--- src/rtl/key_pkg.sv ---
// Shared types and defaults for the multi-channel key debouncer.
// Imported by key_chan and key_debouncer.
package key_pkg;

    typedef enum logic [1:0] {
        IDLE,
        PRESSED,
        HELD
    } key_state_t;

    localparam int NKEYS_DEF        = 16;
    localparam int CLK_DIV_DEF      = 1_000_000;
    localparam int NSAMP_DEF        = 3;
    localparam int ACTIVE_LOW_DEF   = 1;
    localparam int HOLD_TICKS_DEF   = 50;
    localparam int REPEAT_TICKS_DEF = 10;

    // Bits needed to hold values 0..n-1, never less than one.
    function automatic int cnt_width(input int n);
        return (n <= 2) ? 1 : $clog2(n);
    endfunction

endpackage

--- src/rtl/key_chan.sv ---
// One key channel: synchroniser, sample history, press/hold/repeat FSM.
// All state advances only on tick except the synchroniser.
module key_chan
    import key_pkg::*;
#(
    parameter int NSAMP        = NSAMP_DEF,
    parameter int ACTIVE_LOW   = ACTIVE_LOW_DEF,
    parameter int HOLD_TICKS   = HOLD_TICKS_DEF,
    parameter int REPEAT_TICKS = REPEAT_TICKS_DEF
) (
    input  logic clk,
    input  logic rstn,
    input  logic tick,
    input  logic key_in,
    output logic key_level,
    output logic key_press,
    output logic key_release,
    output logic key_hold,
    output logic key_repeat
);

    localparam int CMAX = (HOLD_TICKS > REPEAT_TICKS) ? HOLD_TICKS : REPEAT_TICKS;
    localparam int CW   = cnt_width(CMAX + 1);

    localparam logic          RAW_IDLE = (ACTIVE_LOW != 0);
    localparam logic          REP_EN   = (REPEAT_TICKS > 0);
    localparam logic [CW-1:0] HOLD_T   = CW'(HOLD_TICKS);
    localparam logic [CW-1:0] REP_T    = CW'(REPEAT_TICKS);

    logic             sync1, sync2;
    logic             sample;
    logic [NSAMP-1:0] hist, hist_nx;
    logic             all_on, all_off;
    key_state_t       state, state_nx;
    logic [CW-1:0]    cnt, cnt_nx, cnt_inc;
    logic             press_nx, release_nx, hold_nx, repeat_nx;

    assign sample  = sync2 ^ RAW_IDLE;
    assign hist_nx = {hist[NSAMP-2:0], sample};
    assign all_on  = &hist_nx;
    assign all_off = ~|hist_nx;
    assign cnt_inc = cnt + 1'b1;

    always_comb begin
        state_nx   = state;
        cnt_nx     = cnt;
        press_nx   = 1'b0;
        release_nx = 1'b0;
        hold_nx    = 1'b0;
        repeat_nx  = 1'b0;
        if (tick) begin
            case (state)
                IDLE: begin
                    if (all_on) begin
                        state_nx = PRESSED;
                        press_nx = 1'b1;
                        cnt_nx   = '0;
                    end
                end
                PRESSED: begin
                    if (all_off) begin
                        state_nx   = IDLE;
                        release_nx = 1'b1;
                        cnt_nx     = '0;
                    end else if (cnt_inc == HOLD_T) begin
                        state_nx = HELD;
                        hold_nx  = 1'b1;
                        cnt_nx   = '0;
                    end else begin
                        cnt_nx = cnt_inc;
                    end
                end
                HELD: begin
                    if (all_off) begin
                        state_nx   = IDLE;
                        release_nx = 1'b1;
                        cnt_nx     = '0;
                    end else if (REP_EN) begin
                        if (cnt_inc == REP_T) begin
                            repeat_nx = 1'b1;
                            cnt_nx    = '0;
                        end else begin
                            cnt_nx = cnt_inc;
                        end
                    end
                end
                default: begin
                    state_nx = IDLE;
                    cnt_nx   = '0;
                end
            endcase
        end
    end

    always_ff @(posedge clk or negedge rstn) begin
        if (!rstn) begin
            sync1       <= RAW_IDLE;
            sync2       <= RAW_IDLE;
            hist        <= '0;
            state       <= IDLE;
            cnt         <= '0;
            key_press   <= 1'b0;
            key_release <= 1'b0;
            key_hold    <= 1'b0;
            key_repeat  <= 1'b0;
        end else begin
            sync1       <= key_in;
            sync2       <= sync1;
            if (tick) begin
                hist <= hist_nx;
            end
            state       <= state_nx;
            cnt         <= cnt_nx;
            key_press   <= press_nx;
            key_release <= release_nx;
            key_hold    <= hold_nx;
            key_repeat  <= repeat_nx;
        end
    end

    assign key_level = (state != IDLE);

endmodule

--- src/rtl/key_debouncer.sv ---
// Multi-channel key debouncer: shared sample-tick divider plus
// NKEYS independent key_chan instances.
module key_debouncer
    import key_pkg::*;
#(
    parameter int NKEYS        = NKEYS_DEF,
    parameter int CLK_DIV      = CLK_DIV_DEF,
    parameter int NSAMP        = NSAMP_DEF,
    parameter int ACTIVE_LOW   = ACTIVE_LOW_DEF,
    parameter int HOLD_TICKS   = HOLD_TICKS_DEF,
    parameter int REPEAT_TICKS = REPEAT_TICKS_DEF
) (
    input  logic             clk,
    input  logic             rstn,
    input  logic [NKEYS-1:0] key_in,
    output logic [NKEYS-1:0] key_level,
    output logic [NKEYS-1:0] key_press,
    output logic [NKEYS-1:0] key_release,
    output logic [NKEYS-1:0] key_hold,
    output logic [NKEYS-1:0] key_repeat,
    output logic             tick
);

    localparam int            DW       = cnt_width(CLK_DIV);
    localparam logic [DW-1:0] DIV_LAST = DW'(CLK_DIV - 1);

    logic [DW-1:0] div_cnt;

    always_ff @(posedge clk or negedge rstn) begin
        if (!rstn) begin
            div_cnt <= '0;
        end else if (div_cnt == DIV_LAST) begin
            div_cnt <= '0;
        end else begin
            div_cnt <= div_cnt + 1'b1;
        end
    end

    // With CLK_DIV=1 the counter sits at 0 and tick stays high.
    assign tick = (div_cnt == DIV_LAST);

    for (genvar i = 0; i < NKEYS; i++) begin : g_chan
        key_chan #(
            .NSAMP       (NSAMP),
            .ACTIVE_LOW  (ACTIVE_LOW),
            .HOLD_TICKS  (HOLD_TICKS),
            .REPEAT_TICKS(REPEAT_TICKS)
        ) u_chan (
            .clk        (clk),
            .rstn       (rstn),
            .tick       (tick),
            .key_in     (key_in[i]),
            .key_level  (key_level[i]),
            .key_press  (key_press[i]),
            .key_release(key_release[i]),
            .key_hold   (key_hold[i]),
            .key_repeat (key_repeat[i])
        );
    end

endmodule

--- config.mk ---
export PLATFORM = sky130hd
export DESIGN_NAME = key_debouncer
export DESIGN_NICKNAME = d
export VERILOG_FILES = /design/src/rtl/key_pkg.sv /design/src/rtl/key_chan.sv /design/src/rtl/key_debouncer.sv
export SDC_FILE = /design/constraint.sdc
export NUM_CORES = 1
export LEC_CHECK = 0
export ABC_AREA = 1
export ABC_CLOCK_PERIOD_IN_PS = 3250
export BUFFER_PORTS_ARGS = -buffer_cell sky130_fd_sc_hd__buf_4
export CAP_MARGIN = 0
export CORE_UTILIZATION = 57
export CTS_BUF_LIST = sky130_fd_sc_hd__clkbuf_4 sky130_fd_sc_hd__clkbuf_8
export CTS_CLUSTER_SIZE = 14
export DETAILED_ROUTE_END_ITERATION = 12
export PLACE_DENSITY = 0.79
export SLEW_MARGIN = 15
export SYNTH_ARGS = -nofsm -noshare
export SYNTH_HDL_FRONTEND = slang
export SYNTH_HIERARCHICAL = 1
export SYNTH_SLANG_ARGS = --single-unit
--- constraint.sdc ---
create_clock -name clk -period 3.25 [get_ports clk]
set_input_delay 0.325 -clock clk [delete_from_list [all_inputs] [get_ports clk]]
set_output_delay 0.325 -clock clk [all_outputs]
set_load 0.01 [all_outputs]
# After elaboration in Yosys (flattened, before gate mapping)
# Cells that the tools add are included.
dict set report word_totals {
  regBits 276
  inputBits 18
  output_inout_bits 81
  word_cells 804
}
dict set report op_classes {
  n_addsub 17
  n_eq_ne 113
  muxes 401
  n_bitwise 16
  reduce_logical 112
}
# cell n
set op_table {}
lappend op_table {{6-bit 2-to-1 mux} 80}
lappend op_table {{6-bit case mux with 3 select lines} 16}
lappend op_table {{1-bit 2-to-1 mux} 224}
lappend op_table {{2-bit 2-to-1 mux} 64}
lappend op_table {{6-bit by 1-bit adder with 6-bit output (second input constant)} 16}
lappend op_table {{6-bit by 4-bit equality test with 1-bit output (second input constant)} 16}
lappend op_table {{6-bit equality test (second input constant)} 16}
lappend op_table {{2-bit case mux with 3 select lines} 16}
lappend op_table {{4-bit AND reduction} 16}
lappend op_table {{3-bit inequality test (second input constant)} 16}
lappend op_table {{3-bit AND reduction} 16}
lappend op_table {{3-bit OR reduction} 16}
lappend op_table {{2-bit by 1-bit equality test with 1-bit output (second input constant)} 16}
lappend op_table {{2-bit equality test (second input constant)} 16}
lappend op_table {{2-bit zero test} 16}
lappend op_table {{2-bit by 1-bit inequality test with 1-bit output (second input constant)} 16}
lappend op_table {{2-bit inequality test (second input constant)} 16}
lappend op_table {{2-bit AND reduction} 16}
lappend op_table {{2-bit nonzero test} 16}
lappend op_table {{2-bit OR reduction} 16}
lappend op_table {{20-bit by 1-bit adder with 20-bit output (second input constant)} 1}
lappend op_table {{20-bit equality test (second input constant)} 1}
lappend op_table {{20-bit 2-to-1 mux} 1}
lappend op_table {{1-bit NOT} 16}

# Longest topological paths before layout
# Gate-level depths: netlist of run 1.
dict set report depth {
  depth_word 6
  ltp_mapped 14
  mapped_depth_nobuf 14
}

# Cells and area by module
# Netlist of run 1, hierarchy kept.
# module n_inst cells_each area_per_inst_um2 seq_area_each_um2
set modules_own_cells {}
lappend modules_own_cells {{key_chan at g_chan[1].u_chan ...} 9 113 895.9 402.9}
lappend modules_own_cells {{key_chan at g_chan[0].u_chan ...} 6 113 888.4 402.9}
lappend modules_own_cells {key_debouncer 1 161 1177.4 500.5}
lappend modules_own_cells {{key_chan at g_chan[15].u_chan} 1 111 910.9 402.9}

# Worst setup path before layout of run 1
# No wires, ideal clock.
dict set report synth_timing {
  path_kind {reg-to-reg}
  startpoint {register div_cnt[0]}
  endpoint {register g_chan[0].u_chan.cnt[3]}
  setup_ns 0.083
  arrival_time_ns 3.445
  required_ns 3.167
  slack_ns -0.277
  stages_incl_launch_ff 14
  path_buffers 0
  synth_period_minus_slack_ns 3.527
  path_cell_list {dfrtp_1 > ha_1 > nand3_1 > nor2_1 > nand3b_1 > inv_1 > nand4_1 > o21ai_2 > inv_2 > nor2_4 > inv_2 > nor2_1 > nand2_1 > o21ai_0}
}
dict set report synth_via {
  elab_chain_cells 2
}
# element line_no
set synth_rtl {}
lappend synth_rtl {{start: declaration} key_debouncer.sv:27} ;# logic [DW-1:0] div_cnt;
lappend synth_rtl {{start signal: assignment} key_debouncer.sv:35} ;# div_cnt <= div_cnt + 1'b1;
lappend synth_rtl {{20-bit equality test} key_debouncer.sv:40} ;# assign tick = (div_cnt == DIV_LAST);
lappend synth_rtl {{via tick} key_debouncer.sv:21} ;# output logic tick
lappend synth_rtl {{2-bit AND reduction (no line)} --}
lappend synth_rtl {{end signal: assignment} key_chan.sv:113} ;# cnt <= cnt_nx;
lappend synth_rtl {{end: declaration} key_chan.sv:35} ;# logic [CW-1:0] cnt, cnt_nx, cnt_inc;
# The timed path passes the listed nets, and every way through them passes these cells.
# A chain may end at the register's enable or synchronous reset.

# Final worst setup path of run 1
dict set report layout_timing {
  startpoint {register div_cnt[0]}
  endpoint {output port tick}
}
dict set report layout_via {
  elab_chain_cells 1
}
# element line_no
set layout_rtl {}
lappend layout_rtl {{20-bit equality test} key_debouncer.sv:40}
lappend layout_rtl {{end: declaration} key_debouncer.sv:21}
# Every way passes these cells.

==> results of run 1 <==
## power by group through the flow
stage          sequential [uW]  clock [uW]  combinational [uW]
2_1_floorplan             3540           0                15.9
3_3_place_gp              3540           0                 112
3_5_place_dp              3540           0                 113
4_1_cts                   3490        3370                 130
5_1_grt                   3480        3530                 145
6_report                  3490        3260                 125
## registers in the layout (all words and copies together), names as in the netlist
name,cells
g_chan.u_chan/hist,32
g_chan.u_chan/sync2,16
g_chan.u_chan/key_release,16
g_chan.u_chan/key_press,16
g_chan.u_chan/cnt,96
g_chan.u_chan/sync1,16
g_chan.u_chan/state,32
g_chan.u_chan/key_hold,16
div_cnt,20
g_chan.u_chan/key_repeat,16
## Yosys cell counts
| cell type | instances |
|---|---|
| a21oi_1 | 3 |
| and2_1 | 1 |
| clkinv_1 | 1 |
| dfrtp_1 | 244 |
| dfstp_2 | 32 |
| ha_1 | 81 |
| inv_1 | 270 |
| inv_2 | 57 |
| nand2_1 | 589 |
| nand2_2 | 21 |
| nand2_4 | 2 |
| nand3_1 | 163 |
| nand3_2 | 27 |
| nand3b_1 | 1 |
| nand4_1 | 84 |
| nor2_1 | 135 |
| nor2_2 | 30 |
| nor2_4 | 18 |
| nor3_1 | 49 |
| nor3b_1 | 1 |
| o21ai_0 | 56 |
| o21ai_1 | 13 |
| o21ai_2 | 15 |
| o21ai_4 | 1 |
| o21bai_2 | 16 |
| o22ai_1 | 15 |
| o32ai_1 | 1 |
| xnor2_1 | 1 |
| xor2_1 | 40 |
## final cells by class
type / instances / area (um^2)
fillers: 2088 / 8420
multi-input cells: 1363 / 7300
flip-flops and latches: 276 / 6950
inverters: 328 / 1230
repair buffers: 123 / 1020
clock buffers: 77 / 897
well taps: 335 / 419
clock inverters: 10 / 106
## cells in the final DEF (no fill, tap or decap), drive strengths merged, types with 7 or more instances in the layout
master / netlist / layout
nand2: 612 / 612
inv: 327 / 327
dfrtp: 244 / 244
nand3: 190 / 190
nor2: 183 / 183
buf: 0 / 106
o21ai: 85 / 85
nand4: 84 / 84
ha: 81 / 81
clkbuf: 0 / 77
nor3: 49 / 49
xor2: 40 / 40
dfstp: 32 / 32
dlygate4sd3: 0 / 17
o21bai: 16 / 16
o22ai: 15 / 15
clkinv: 1 / 7
## critical path, stage by stage (launching register included)
cell,delay (ps)
dfrtp_1,400
ha_1,260
nand3_1,140
nor2_1,80
nand3b_1,220
clkinvlp_4,450
buf_12,330
buf_4,160
## cell families (layout without fill, tap and decap cells)
kind of cell	count (synthesis)	count (layout)	share of synthesized area (%)
xor gates and xnor gates	41	41	2.32
buffers and inverters	328	538	7.95
and+or+nand+nor	1121	1121	33.2
AOI/OAI and AO/OA	120	120	5.11
DFF	276	276	44.9
adders and majority gates	81	81	6.55
## metal layers
layer / part of all wire, % / vias to the layer above / GRT usage [%]
li1: - / 6604 / -
met1: 46 / 6126 / 30.3
met2: 48 / 304 / 39.7
met3: 3.9 / 62 / 3.40
met4: 2.2 / 0 / 7.33
met5: 0 / - / 0
## metrics by stage
| stage | instances | utilization [%] | setup WS, ps | power (uW) | hold WS [ps] |
|---|---|---|---|---|---|
| global placement | 2408 | 63.6 | 617 | 3660 | 345 |
| floorplan | 1967 | - | 234 | 3560 | 29.4 |
| detailed placement | 2408 | 63.6 | 463 | 3660 | 347 |
| CTS | 2512 | 68.0 | 285 | 6980 | 354 |
| global route | 2512 | 68.0 | 109 | 7160 | 358 |
| finish | 2512 | 68.0 | 321 | 6870 | 352 |
## timing repair
action	in CTS	in global routing
endpoints found under the hold margin	119	0
buffers inserted	0	0
hold buffers	17	0
## worst max path at each step
stage	startpoint	slack [ps]	cells past startpoint	endpoint
after floorplan	div_cnt[0]	230	13	g_chan[0].u_chan/cnt[3]
after global placement	div_cnt[0]	620	14	g_chan[0].u_chan/cnt[3]
after detailed placement	div_cnt[0]	460	14	g_chan[8].u_chan/cnt[0]
after CTS	div_cnt[0]	290	7	tick
after global routing	div_cnt[0]	110	7	tick
final	div_cnt[0]	320	7	tick
==> flow_summary.json, run 1 <==
{
  "cts-htree-levels": 2,
  "cts_resized": 0,
  "crit_required_ps": 2920,
  "fmax_mhz": 341,
  "regToRegEndpoint": "g_chan[8].u_chan/cnt[0]",
  "wl_per_cell_um": 12.5,
  "p_sw_uw": 1450,
  "first_global_vias": 12600,
  "p_per_area_nw_per_um2": 383,
  "gp_congestion": 0.933,
  "start_kind": "flop",
  "drive_above_1_share_pct": 19.0,
  "cts.clk_slew.worst_paths_ps": 60,
  "totalWireLength_um": 31300,
  "ff2ff_path_depth": 14,
  "std_cell_rows": 59,
  "cp_data_arrival_time_ps": 2600,
  "setup_viol": 0,
  "dpl.hpwl_um": 23000,
  "combPwrFrac_pct": 1.8,
  "num_antenna_cells": 0,
  "r2r_slack_ps": 440,
  "grt_first_pass_wirelength_um": 54800,
  "maxCapViolCount": 0,
  "syn_nets": 2066,
  "holdCritStartpoint": "g_chan[11].u_chan/sync1",
  "grt_remaining_overflow": 0,
  "cts_buffer_depth": 3,
  "worstMarginPinSlew_ps": 921,
  "die_h_um": 167,
  "p_sw_share_pct": 21.1,
  "min_period_ps": 2930,
  "yosysTopAreaCellShare_pct": 39.4,
  "grt_usage_pct": 23.2,
  "grt_max_degree": 118,
  "yosysTopAreaCell": "dfrtp_1",
  "drc": 0,
  "post_dp_cell_area_um2": 16800,
  "fin_crit_sh_pct": 90.1,
  "viasPerCell": 5.21,
  "status": "finished clean",
  "ant_nets": 0,
  "die_w_um": 167,
  "hold_end": "g_chan[11].u_chan/sync2",
  "synthCells": 1967,
  "antenna_found_initial": 0,
  "numPortBuffers": 98,
  "min_path_type": "flop to flop",
  "syn_area_per_cell_um2": 7.87,
  "worstSetupEndpointType": "output port",
  "vdd_drop_max_mv": 0.353,
  "cp_max_fo": 37,
  "internal_power_uw": 5420,
  "holdPathStages": 0,
  "rsz0062_at_grt": "false",
  "synth_area_um2": 15500,
  "drtIter0Drc": 1010,
  "timing_worst_setup_path_type": "flop to output port",
  "vias": 13100,
  "numCtsBuffers": 47,
  "slew_headroom_pct": 38.6,
  "nets": 2238,
  "clkPwrFrac_pct": 47.5,
  "core_um2": 26400,
  "synth-seq-cells": 276,
  "synthToLayoutAreaGrowth_pct": 15.8,
  "die-area_um2": 27800,
  "io_pins": 99,
  "slew_viol_final": 0,
  "tns_ps": 0,
  "leakage_uw": 0.00904,
  "synth_cell_types": 29,
  "clk_latency_ps": 560,
  "clock_sinks": 276,
  "stdcell_area_um2": 17900,
  "cts_tree": "built",
  "cts-root-buf": "clkbuf_8",
  "fin_skew_ps": 15.6,
  "ys_seq_area_share_pct": 44.9,
  "yosysWarnings": 6,
  "start_util_pct": 58.7,
  "dr.pass1.iters": 6,
  "hold_violations": 0,
  "synth_top_cells_by_area": "dfrtp_1, nand2_1, ha_1",
  "seqPwrFrac_pct": 50.7,
  "r2r-start": "div_cnt[0]"
}
No activity file was read; power rests on OpenSTA's default activity.
==> inputs of run 2 (changes only) <==
--- a/config.mk
+++ b/config.mk
@@ -9,11 +9,13 @@
 export ABC_CLOCK_PERIOD_IN_PS = 3250
 export BUFFER_PORTS_ARGS = -buffer_cell sky130_fd_sc_hd__buf_4
 export CAP_MARGIN = 0
-export CORE_UTILIZATION = 57
-export CTS_BUF_LIST = sky130_fd_sc_hd__clkbuf_4 sky130_fd_sc_hd__clkbuf_8
+export CORE_UTILIZATION = 56
+export CTS_BUF_LIST = sky130_fd_sc_hd__clkbuf_16
 export CTS_CLUSTER_SIZE = 14
 export DETAILED_ROUTE_END_ITERATION = 12
-export PLACE_DENSITY = 0.79
+export PLACE_DENSITY = 0.77
+export RECOVER_POWER = 100
+export SETUP_SLACK_MARGIN = 0.15
 export SLEW_MARGIN = 15
 export SYNTH_ARGS = -nofsm -noshare
 export SYNTH_HDL_FRONTEND = slang
==> run 2 against run 1 <==
  * The run now ends with capacitance limit, slew limit left
  * Fmax increased by 3.6%
  * Largest cell class unchanged
  * Wire length fell by 0.34%
  * Worst hold slack barely moved
  * Count of clock-buffer cells in the layout is 46 lower
  * Sequential power about the same
  * Utilization is 3.5 points lower
==> flow_summary.json, run 2 (same netlist as run 1, synthesis figures left out) <==
{
  "cp_data_arrival_time_ps": 3310,
  "core_um2": 27000,
  "grt_first_pass_wirelength_um": 54400,
  "largest_reg_flops": 96,
  "dr.pass1.iters": 5,
  "start_util_pct": 57.3,
  "die_w_um": 168,
  "layout_commonest_cell": "nand2_1",
  "slew_viol_final": 68,
  "die_h_um": 168,
  "p_per_area_nw_per_um2": 389,
  "gp_congestion": 0.914,
  "timing_worst_setup_path_type": "flop to flop",
  "hold_violations": 0,
  "numCtsBuffers": 31,
  "slew_headroom_pct": -12.9,
  "antenna_found_initial": 0,
  "numPortBuffers": 98,
  "leakage_uw": 0.00861,
  "grt_max_degree": 81,
  "cts_tree": "built",
  "grt_usage_pct": 22.6,
  "fin_skew_ps": 21.2,
  "internal_power_uw": 5380,
  "seqCellArea_um2": 6950,
  "maxCapViolCount": 1,
  "min_period_ps": 2830,
  "clkPwrFrac_pct": 47.0,
  "combPwrFrac_pct": 1.7,
  "fin_cells": 2489,
  "nets": 2223,
  "rsz0062_at_grt": "false",
  "p_sw_share_pct": 20.8,
  "ant_nets": 0,
  "tns_ps": 0,
  "top_regs": "g_chan.u_chan/cnt x96, g_chan.u_chan/hist x32, g_chan.u_chan/state x32",
  "crit_required_ps": 3740,
  "start_kind": "flop",
  "cts-htree-levels": 1,
  "status": "finished with violations",
  "cts-root-buf": "clkbuf_16",
  "violations": "capacitance limit, slew limit",
  "place_inst": 2415,
  "multiInputGateArea_um2": 7220,
  "fillers": 2260,
  "cp_max_fo": 49,
  "totalWireLength_um": 31200,
  "io_pins": 99,
  "cts_buffer_depth": 3,
  "worstMarginPinSlew_ps": 1690,
  "worstSetupEndpointType": "flop",
  "vias": 12900,
  "cts.clk_slew.worst_paths_ps": 60,
  "vdd_drop_max_mv": 0.371,
  "die-area_um2": 28300,
  "num_antenna_cells": 0,
  "final_cell_mix": "nand2_1, inv_1, dfrtp_1, nand3_1, nor2_1",
  "min_path_type": "flop to flop",
  "drc": 0,
  "wl_per_cell_um": 12.5,
  "p_sw_uw": 1420,
  "std_cell_rows": 60,
  "grt_remaining_overflow": 0,
  "first_global_vias": 12600,
  "drtIter0Drc": 836,
  "fmax_mhz": 354,
  "synthToLayoutAreaGrowth_pct": 12.7,
  "dpl.hpwl_um": 22700,
  "setup_viol": 0,
  "fin_crit_sh_pct": 87.0,
  "clock_sinks": 276,
  "clk_latency_ps": 570,
  "viasPerCell": 5.19,
  "largest-register": "g_chan.u_chan/cnt",
  "drive_above_1_share_pct": 10.5,
  "seqPwrFrac_pct": 51.3
}
## run 2: changes by cell type in the layout (fill, tap and decap cells not counted), moves of 6 or more
| cell | delta |
|---|---|
| nor2_4 | -7 |
| inv_1 | +48 |
| clkbuf_16 | +31 |
| clkbuf_8 | -51 |
| clkbuf_1 | +86 |
| clkbuf_4 | -10 |
| nor2_1 | +12 |
| buf_4 | -100 |
| o21ai_0 | +6 |
| inv_2 | -36 |
## run 2: worst max-delay path, cell delays in order, from the launching register on
cell	delay, ps
dfrtp_1	380
ha_1	230
nand3_1	130
nor2_1	200
nand3b_1	230
clkinvlp_4	310
buf_12	260
inv_1	120
o21ai_2	260
inv_1	180
nor2_4	140
inv_1	90
nor2_1	110
nand2_1	70
nand2_1	50
## run 2: cell type report
class                           instances  share of cell area, %
Clock inverter                         26                  0.932
Inverter                              328                   7.08
Clock buffer                           31                   4.45
Timing Repair Buffer                  124                   3.93
Sequential cell                       276                   39.8
Tap cell                              341                   2.44
Multi-Input combinational cell       1363                   41.4
## run 2: through the flow
| step | hold slack (ps) | setup slack, ps | total power (uW) | instance area, um^2 | utilization, % |
|---|---|---|---|---|---|
| after floorplan | 29.4 | 234 | 3560 | 15500 | - |
| after global placement | 318 | 673 | 3660 | 16800 | 62.1 |
| after detailed placement | 327 | 551 | 3660 | 16800 | 62.1 |
| after CTS | 338 | 433 | 6910 | 17900 | 66.2 |
| after global routing | 354 | 94.9 | 7050 | 17500 | 64.6 |
| final | 353 | 424 | 6790 | 17500 | 64.6 |
## run 2: power by group through the flow
stage	Clock, uW	Sequential [uW]	Combinational (uW)
floorplan	0	3540	15.9
global placement	0	3540	113
detailed placement	0	3540	115
CTS	3290	3480	132
global route	3430	3480	137
finish	3190	3480	117
## run 2: worst paths after layout
check                      slack (ps)                      end  cells after the start               startpoint
max in group asynchronous         630               div_cnt[4]                      3                     rstn
setup / recovery                  420  g_chan[4].u_chan/cnt[0]                     14               div_cnt[0]
min in group asynchronous         750  g_chan[5].u_chan/cnt[1]                      2                     rstn
hold reg to reg                   350  g_chan[13].u_chan/sync2                      0  g_chan[13].u_chan/sync1
setup reg to reg                  420  g_chan[4].u_chan/cnt[0]                     14               div_cnt[0]
hold / removal                    350  g_chan[13].u_chan/sync2                      0  g_chan[13].u_chan/sync1
## run 2: what timing repair did
item                                   CTS  global route
resized for setup                        0             0
hold buffers                            17             0
setup buffers                            0             0
endpoints found under the hold margin   71             0
## run 2: per-layer routing
layer	GRT usage [%]	share of wire [%]	routed length, um	up-vias
met4	5.85	1.7	534	0
met3	2.94	4.3	1340	55
met2	40.0	48	15100	287
li1	-	-	-	6573
met5	0	0	0	-
met1	29.1	46	14200	6011
